File: config.mk
export PLATFORM = sky130hd
export DESIGN_NAME = regfile_commit_sched
export DESIGN_NICKNAME = d
export VERILOG_FILES = /design/src/rtl/regfile_commit_sched.sv
export SDC_FILE = /design/constraint.sdc
export NUM_CORES = 1
export LEC_CHECK = 0
export BUFFER_PORTS_ARGS = -buffer_cell sky130_fd_sc_hd__buf_2
export CORE_AREA = 2 2 165 167
export DETAILED_ROUTE_END_ITERATION = 7
export DIE_AREA = 0 0 167 169
export PLACE_DENSITY = 0.77
export RECOVER_POWER = 100
export SLEW_MARGIN = 20
export SYNTH_ARGS = -nofsm -noshare
export SYNTH_HDL_FRONTEND = slang
export SYNTH_SLANG_ARGS = --single-unit
File: constraint.sdc
create_clock -name clk_in -period 2.34 [get_ports clk_in]
set_input_delay 0.117 -clock clk_in [delete_from_list [all_inputs] [get_ports clk_in]]
set_output_delay 0.117 -clock clk_in [all_outputs]
set_load 0.03 [all_outputs]
File: src/rtl/regfile_commit_sched.sv
// Commit scheduler: buffers ROB commits and drains one regfile write per cycle.
// Ports: ROB handshake in, regfile write/clear out, dispatcher stall + forwarding.
module regfile_commit_sched #(
  parameter int REG_W  = 5,
  parameter int DATA_W = 32,
  parameter int ROB_W  = 4,
  parameter int DEPTH  = 4
) (
  input  logic              clk_in,
  input  logic              rst_n_in,
  input  logic              rdy_in,
  input  logic              rob_sched_valid_in,
  input  logic [REG_W-1:0]  rob_sched_d_in,
  input  logic [DATA_W-1:0] rob_sched_value_in,
  input  logic [ROB_W-1:0]  rob_sched_h_in,
  output logic              sched_rob_ready_out,
  input  logic              rob_sched_flush_in,
  output logic              sched_regfile_en_out,
  output logic [REG_W-1:0]  sched_regfile_d_out,
  output logic [DATA_W-1:0] sched_regfile_value_out,
  output logic [ROB_W-1:0]  sched_regfile_h_out,
  output logic              sched_regfile_rst_out,
  output logic              sched_dispatcher_stall_out,
  input  logic [REG_W-1:0]  dispatcher_sched_rs_in,
  input  logic [REG_W-1:0]  dispatcher_sched_rt_in,
  output logic              sched_dispatcher_rs_hit_out,
  output logic              sched_dispatcher_rt_hit_out,
  output logic [DATA_W-1:0] sched_dispatcher_rs_value_out,
  output logic [DATA_W-1:0] sched_dispatcher_rt_value_out
);

  localparam int PW = $clog2(DEPTH);
  localparam logic [PW:0] FULL = DEPTH[PW:0];

  typedef enum logic [1:0] {
    RUN,
    DRAIN,
    CLEAR
  } state_t;

  state_t state;
  state_t state_nxt;
  logic   rst_nxt;

  logic [PW-1:0] head;
  logic [PW-1:0] tail;
  logic [PW:0]   count;

  logic [REG_W-1:0]  q_d [DEPTH];
  logic [DATA_W-1:0] q_v [DEPTH];
  logic [ROB_W-1:0]  q_h [DEPTH];

  logic push;
  logic pop;

  assign sched_rob_ready_out =
    rdy_in && (state == RUN) && (count < FULL);
  assign push = rob_sched_valid_in && sched_rob_ready_out;
  assign pop  = rdy_in && (count != '0);

  assign sched_dispatcher_stall_out = (state != RUN);

  always_comb begin
    state_nxt = state;
    rst_nxt   = 1'b0;
    unique case (state)
      RUN: begin
        if (rob_sched_flush_in) state_nxt = DRAIN;
      end
      DRAIN: begin
        // Empty queue here means the pop stage is idle too.
        if (count == '0) begin
          state_nxt = CLEAR;
          rst_nxt   = 1'b1;
        end
      end
      CLEAR: state_nxt = RUN;
      default: state_nxt = RUN;
    endcase
  end

  always_ff @(posedge clk_in or negedge rst_n_in) begin
    if (!rst_n_in) begin
      state                   <= RUN;
      head                    <= '0;
      tail                    <= '0;
      count                   <= '0;
      sched_regfile_en_out    <= 1'b0;
      sched_regfile_d_out     <= '0;
      sched_regfile_value_out <= '0;
      sched_regfile_h_out     <= '0;
      sched_regfile_rst_out   <= 1'b0;
    end else if (rdy_in) begin
      state                 <= state_nxt;
      sched_regfile_rst_out <= rst_nxt;
      sched_regfile_en_out  <= pop;
      if (pop) begin
        sched_regfile_d_out     <= q_d[head];
        sched_regfile_value_out <= q_v[head];
        sched_regfile_h_out     <= q_h[head];
        head                    <= head + 1'b1;
      end
      if (push) tail <= tail + 1'b1;
      unique case ({push, pop})
        2'b10:   count <= count + 1'b1;
        2'b01:   count <= count - 1'b1;
        default: count <= count;
      endcase
    end
  end

  always_ff @(posedge clk_in) begin
    if (push) begin
      q_d[tail] <= rob_sched_d_in;
      q_v[tail] <= rob_sched_value_in;
      q_h[tail] <= rob_sched_h_in;
    end
  end

  // Walk oldest to youngest so the youngest match wins; the
  // output register is older than anything still queued.
  function automatic logic [DATA_W:0] lookup(
    input logic [REG_W-1:0] r
  );
    logic [DATA_W:0] res;
    logic [PW-1:0]   idx;
    res = '0;
    idx = head;
    if (r != '0) begin
      if (sched_regfile_en_out && sched_regfile_d_out == r)
        res = {1'b1, sched_regfile_value_out};
      for (int i = 0; i < DEPTH; i++) begin
        idx = head + i[PW-1:0];
        if (i[PW:0] < count && q_d[idx] == r)
          res = {1'b1, q_v[idx]};
      end
    end
    return res;
  endfunction

  always_comb begin
    {sched_dispatcher_rs_hit_out, sched_dispatcher_rs_value_out} =
      lookup(dispatcher_sched_rs_in);
    {sched_dispatcher_rt_hit_out, sched_dispatcher_rt_value_out} =
      lookup(dispatcher_sched_rt_in);
  end

endmodule

==> impl_metrics.yaml, run 1 <==
run_status:
  outcome: "complete, but fails checks"
  violations: "setup timing"
cells_and_area:
  final_common_cell: "edfxtp_1"
  drive_above_1_share_pct: 59.38
  fin_nets: 1401
  area.growth.synth_to_final_pct: 57.24
  final_core_util_pct: 83.08
  fill_cells: 1152
  finalInstanceArea_mm2: 0.02202
  finalNonFillerCells: 1696
  layout_common_cells: "edfxtp_1, mux4_2, buf_4"
worst_setup_path:
  cp-start-kind: "register"
  r2r_end: "count[2]"
  path_class: "register to output port"
  r2r_start: "count[2]"
  end_kind: "output port"
  rr_worst_depth: 8
  cp_max_fo: 10
  max_stage_delay_ps: 580
  crit_top_cell: "buf_6"
  crit_family: "compound AO/OA/AOI/OAI gates"
  crit_arrival_ps: 3470
  r2r_slack_ps: -290
  critPathSlowestCell: "mux4_2"
  path_buf_inv: 4
  required_ps: 2220
  path_cells: "buf_12 -> mux4_2 -> xnor2_1 -> nand4_1 -> o21ba_2 -> buf_6 -> a221oi_1 -> buf_4 -> o31ai_4 -> buf_6"
drt:
  ant_nets: 0
  first_pass_iters: 7
  drt_drc_violations_left: 0
  vias_per_cell: 7.551
  wl_per_cell_um: 34.43
  wirelength_um: 58390
  dr_total_vias: 12810
  drtIter0Drc: 1622
min_path:
  holdPathEnd: "tail[1]"
  hp-start: "rob_sched_valid_in"
  min_path_cells: 3
  hp-class: "input port to register"
power:
  clockPowerShare_pct: 15.1
  intPower_uw: 14950
  power.switching_uw: 12550
  p_sw_share_pct: 45.63
  pwr-share-comb_pct: 64.5
  totalPowerFinal_uw: 27500
  vdd_drop_max_v: 0.001024
  pwr-share-seq_pct: 20.3
  p_leak_uw: 0.007530
  p_per_area_mw_per_mm2: 1249
synth:
  synth.avg_cell_area_um2: 14.30
  yosys_warnings: 0
  syn_nets: 1044
  synth_seq_cells: 216
  synth-main-ff-cell: "edfxtp_1"
  yosysSeqAreaShare_pct: 44.46
  synthCells: 979
  synth_cell_type_count: 54
  synthArstFlopShare_pct: 24.07
  synth_area_mm2: 0.01400
  synth_edf_count: 164
die:
  die_x_um: 167
  num_io_pins: 167
  core_area_mm2: 0.02650
  std_cell_rows: 60
  dieArea_mm2: 0.02822
  die_y_um: 169
  initial_core_util_pct: 52.84
clock_tree:
  cts-htree-levels: 1
  cts.clk_slew.worst_paths_ps: 70
  cts_sinks: 216
  cts_made_buffers: 25
  cts_tree: "done"
  cts_root_buf: "clkbuf_16"
  clk-insertion-delay-late_ps: 550
  clk_path_buf_depth: 3
timing:
  min_period_ps: 3589
  setup_viol_count_final: 69
  holdWs_ps: 102.1
  timing.max_slew.rel_slack_pct: 17.63
  clock_skew_ps: 21.89
  finalHoldViolations: 0
  fmax_mhz: 278.7
  post-route-period-util_pct: 153.4
  rsz0062_at_grt: "true"
  fin_ws_ps: -1249
  slew_viol_final: 0
  worstMarginPinSlew_ps: 1234
grt:
  grt_pass1_vias: 12500
  track_usage_pct: 35.76
  grt_first_pass_wirelength_um: 77290
  antenna_found_initial: 1
  gr-total-overflow: 0
  grt_max_degree: 42
placement:
  dpl_cell_area_mm2: 0.01790
  place_hpwl_um: 28970
  place_inst: 1546
  io_buffers: 166
  routabilityCongestion: 0.8864
flow_run:
  cap_violations: 0
==> synthesized netlist by cell type, types with 30 or more instances <==
cell      number  area, um^2
edfxtp_1     164        4925
mux4_2       121        2725
a32oi_1       64       560.5
o31ai_1       64       480.5
mux2i_1       61       610.6
nor2_1        59       221.5
dfrtp_1       52        1301
buf_2         43       215.2
mux2_2        41       461.7
xnor2_1       39       341.6
a221oi_1      34       297.8
a221oi_2      30       450.4
==> metrics by stage <==
stage | worst slack (ps) | setup TNS, ps
5_1_grt | -1373 | -83680
3_5_place_dp | -586.5 | -34890
2_1_floorplan | -142.9 | -7605
3_3_place_gp | -535.4 | -31670
6_report | -1249 | -77040
4_1_cts | -1117 | -67220
==> flip-flops by register name, indices dropped and copies added (netlist names) <==
signal and count:
state 2, tail 2, sched_regfile_rst_out 1, head 2, sched_regfile_h_out 4, sched_regfile_en_out 1
sched_regfile_value_out 32, count 3, q_h 16, q_d 20, q_v 128, sched_regfile_d_out 5
==> worst max path at each step <==
stage / cells after the start / slack [ps] / from / endpoint
after CTS: 10 / -1120 / head[1] / sched_dispatcher_rs_value_out[0]
after global placement: 8 / -540 / head[1] / sched_dispatcher_rs_value_out[11]
after global routing: 10 / -1370 / head[0] / sched_dispatcher_rs_value_out[28]
after detailed placement: 8 / -590 / head[0] / sched_dispatcher_rs_value_out[1]
after floorplan: 8 / -140 / head[0] / sched_dispatcher_rs_value_out[1]
final: 10 / -1250 / head[0] / sched_dispatcher_rs_value_out[28]
==> worst register-to-register path, cell delays in order (launching register included) <==
cell and delay, ps:
dfrtp_1 410, clkbuf_1 160, nor4b_1 650, and2_0 340
inv_1 80, ha_1 260, nand2b_1 220, nor2_1 210
xor2_1 200
==> layout make-up <==
class                           count  area [um^2]  share of cell area (%)
Tap cell                          341        426.7                   1.938
Antenna cell                        1        2.502                 0.01137
Sequential cell                   216         6233                   28.31
Clock buffer                       29        640.6                   2.910
Multi-Input combinational cell    649        10100                   45.86
Timing Repair Buffer              434         4384                   19.91
Clock inverter                     16        195.2                  0.8865
Inverter                           10        37.54                  0.1705
==> power by group through the flow <==
| stage | clock network [uW] | logic (uW) | registers [uW] |
|---|---|---|---|
| after floorplan | 0 | 9480 | 5990 |
| after global placement | 0 | 13400 | 5480 |
| after detailed placement | 0 | 13600 | 5500 |
| after CTS | 4080 | 16100 | 5440 |
| after global routing | 4290 | 18300 | 5630 |
| final | 4170 | 17700 | 5590 |
==> what timing repair did <==
| action | 4_1_cts | 5_1_grt |
|---|---|---|
| endpoints found under the setup margin | 69 | 73 |
| resized for setup | 277 | 113 |
| setup buffers | 31 | 20 |
| pin swaps | 60 | 53 |
| hold endpoints to repair | 201 | 0 |
| gates cloned | 7 | 5 |
| hold buffers | 44 | 0 |
==> cell families (layout without fill, tap and decap cells) <==
logic type	count (synthesis)	in the layout	synth area share [%]
compound gates	212	212	13.81
xor+xnor	58	58	3.628
fa+ha+maj	9	9	0.8042
buf+inv	114	489	4.227
flops	216	216	44.46
mux	226	226	27.68
other cells	0	1	0
simple gates	144	144	5.388
==> layer usage <==
layer	track usage, %	up-vias	part of all wire [%]
met5	0	-	0
met4	17.88	0	7.2
met3	7.225	364	12
met2	58.90	1223	47
met1	45.46	6371	34
li1	-	4849	-
Note: power is estimated with default switching activity, not from simulation.
==> run 2: changes to the inputs <==
--- a/config.mk
+++ b/config.mk
@@ -6,9 +6,10 @@
 export NUM_CORES = 1
 export LEC_CHECK = 0
 export BUFFER_PORTS_ARGS = -buffer_cell sky130_fd_sc_hd__buf_2
-export CORE_AREA = 2 2 165 167
+export CORE_AREA = 3 3 166 168
 export DETAILED_ROUTE_END_ITERATION = 7
-export DIE_AREA = 0 0 167 169
+export DIE_AREA = 0 0 169 171
+export GPL_TIMING_DRIVEN = 0
 export PLACE_DENSITY = 0.77
 export RECOVER_POWER = 100
 export SLEW_MARGIN = 20
==> impl_metrics.yaml, run 2 (synthesis results as in run 1) <==
worst_setup_path:
  path_class: "register to output port"
  required_ps: 2220
  end_kind: "output port"
  r2r_slack_ps: -380
  crit_arrival_ps: 3420
  cp_max_fo: 10
  rr_worst_depth: 10
  cp-start-kind: "register"
  r2r_start: "count[1]"
  r2r_end: "count[2]"
cells_and_area:
  drive_above_1_share_pct: 56.81
  layout_common_cells: "edfxtp_1, mux4_2, clkbuf_1"
  largest_reg_flops: 128
  final_core_util_pct: 82.73
  reg_top3: "q_v x128, sched_regfile_value_out x32, q_d x20"
  multi_input_area_mm2: 0.01033
  final_common_cell: "edfxtp_1"
  seqCellArea_mm2: 0.006230
  area.growth.synth_to_final_pct: 53.97
  fin_nets: 1344
  fill_cells: 1145
  top_register: "q_v"
grt:
  track_usage_pct: 36.26
  grt_first_pass_wirelength_um: 78950
  grt_max_degree: 43
  grt_pass1_vias: 12440
  antenna_found_initial: 1
  gr-total-overflow: 0
min_path:
  hp-start: "rob_sched_valid_in"
  holdPathEnd: "tail[0]"
  hp-class: "input port to register"
  min_path_cells: 3
timing:
  fin_ws_ps: -1199
  setup_viol_count_final: 265
  tns_ps: -117480
  worstMarginPinSlew_ps: 1482
  finalHoldViolations: 0
  clock_skew_ps: 16.10
  slew_viol_final: 0
  post-route-period-util_pct: 151.2
  fmax_mhz: 282.6
  timing.max_slew.rel_slack_pct: 1.199
  min_period_ps: 3539
  rsz0062_at_grt: "true"
clock_tree:
  clk-insertion-delay-late_ps: 560
  cts_sinks: 216
  clk_path_buf_depth: 3
  cts.clk_slew.worst_paths_ps: 60
  cts-htree-levels: 1
  cts_root_buf: "clkbuf_16"
  cts_tree: "done"
  cts_made_buffers: 26
die:
  initial_core_util_pct: 53.73
  num_io_pins: 167
  std_cell_rows: 59
  core_area_mm2: 0.02606
  die_x_um: 169
  die_y_um: 171
  dieArea_mm2: 0.02890
drt:
  first_pass_iters: 6
  ant_nets: 0
  wirelength_um: 59250
  drt_drc_violations_left: 0
  drtIter0Drc: 1798
  dr_total_vias: 12620
  wl_per_cell_um: 36.24
  vias_per_cell: 7.720
run_status:
  violations: "setup timing"
  outcome: "complete, but fails checks"
placement:
  io_buffers: 156
  place_hpwl_um: 30600
  routabilityCongestion: 0.8966
  pre_cts_ws_ps: -918.3
flow_run:
  cap_violations: 0
power:
  p_per_area_mw_per_mm2: 1282
  vdd_drop_max_v: 0.001096
  p_leak_uw: 0.007123
## run 2: changes by cell type in the layout (fill, tap and decap cells not counted), sizes merged, moves of 3 or more
cell,before,now
inv,12,9
clkinv,7,10
clkbuf,124,159
buf,293,206
## run 2: layout make-up
class	count	share of cell area, %
clock buffers	34	3.250
diodes	1	0.01161
flip-flops and latches	216	28.90
well taps	335	1.944
inverters	10	0.1799
multi-input cells	649	47.91
plain buffers	100	5.687
clock inverters	14	0.7893
repair buffers	276	11.33
## run 2: critical path: stages (launching register included)
cell and delay, ps:
dfrtp_2 440, buf_6 190, buf_4 130, mux4_2 530, xnor2_1 210, nand4_1 130
buf_4 190, nor2_4 280, buf_6 290, a32oi_4 170, o31ai_4 120, buf_6 180
## run 2: repair_timing
item	in CTS	in global routing
setup buffers	32	30
pin swaps	54	50
hold buffers	45	0
gates resized for setup	386	156
endpoints found under the setup margin	109	95
endpoints found under the hold margin	223	0
gates cloned	10	5
## run 2: through the flow
stage	cell area, um^2	std cells	hold slack (ps)	total power, uW
floorplan	15530	979	-178.6	15470
detailed placement	16780	1471	-15.46	18650
finish	21560	1635	76.08	27640
global route	21560	1635	140.8	28250
CTS	20680	1604	4.662	25590
global placement	16730	1470	329.0	18470
## run 2: where the power goes
group	total (uW)	switching, uW	internal, uW
Clock	4200	1750	2450
Combinational	17800	10200	7600
Sequential	5630	970	4660
Total	27600	12900	14700
## run 2: worst max-delay path by stage
stage / to / startpoint / slack (ps) / cells past startpoint
2_1_floorplan: sched_dispatcher_rs_value_out[1] / head[0] / -140 / 8
4_1_cts: sched_dispatcher_rs_value_out[19] / head[1] / -1060 / 10
3_5_place_dp: sched_dispatcher_rt_value_out[19] / head[1] / -920 / 9
6_report: sched_dispatcher_rt_value_out[7] / head[0] / -1200 / 11
5_1_grt: sched_dispatcher_rt_value_out[5] / head[0] / -1250 / 11
3_3_place_gp: sched_dispatcher_rt_value_out[19] / head[1] / -920 / 9
## run 2: metal layers
metal  vias up  share of wire [%]  track usage, %
met5         -                  0               0
met4         0                6.8           18.98
met3       343                 12           8.318
met2      1247                 47           58.74
met1      6275                 34           46.08
li1       4758                  -               -
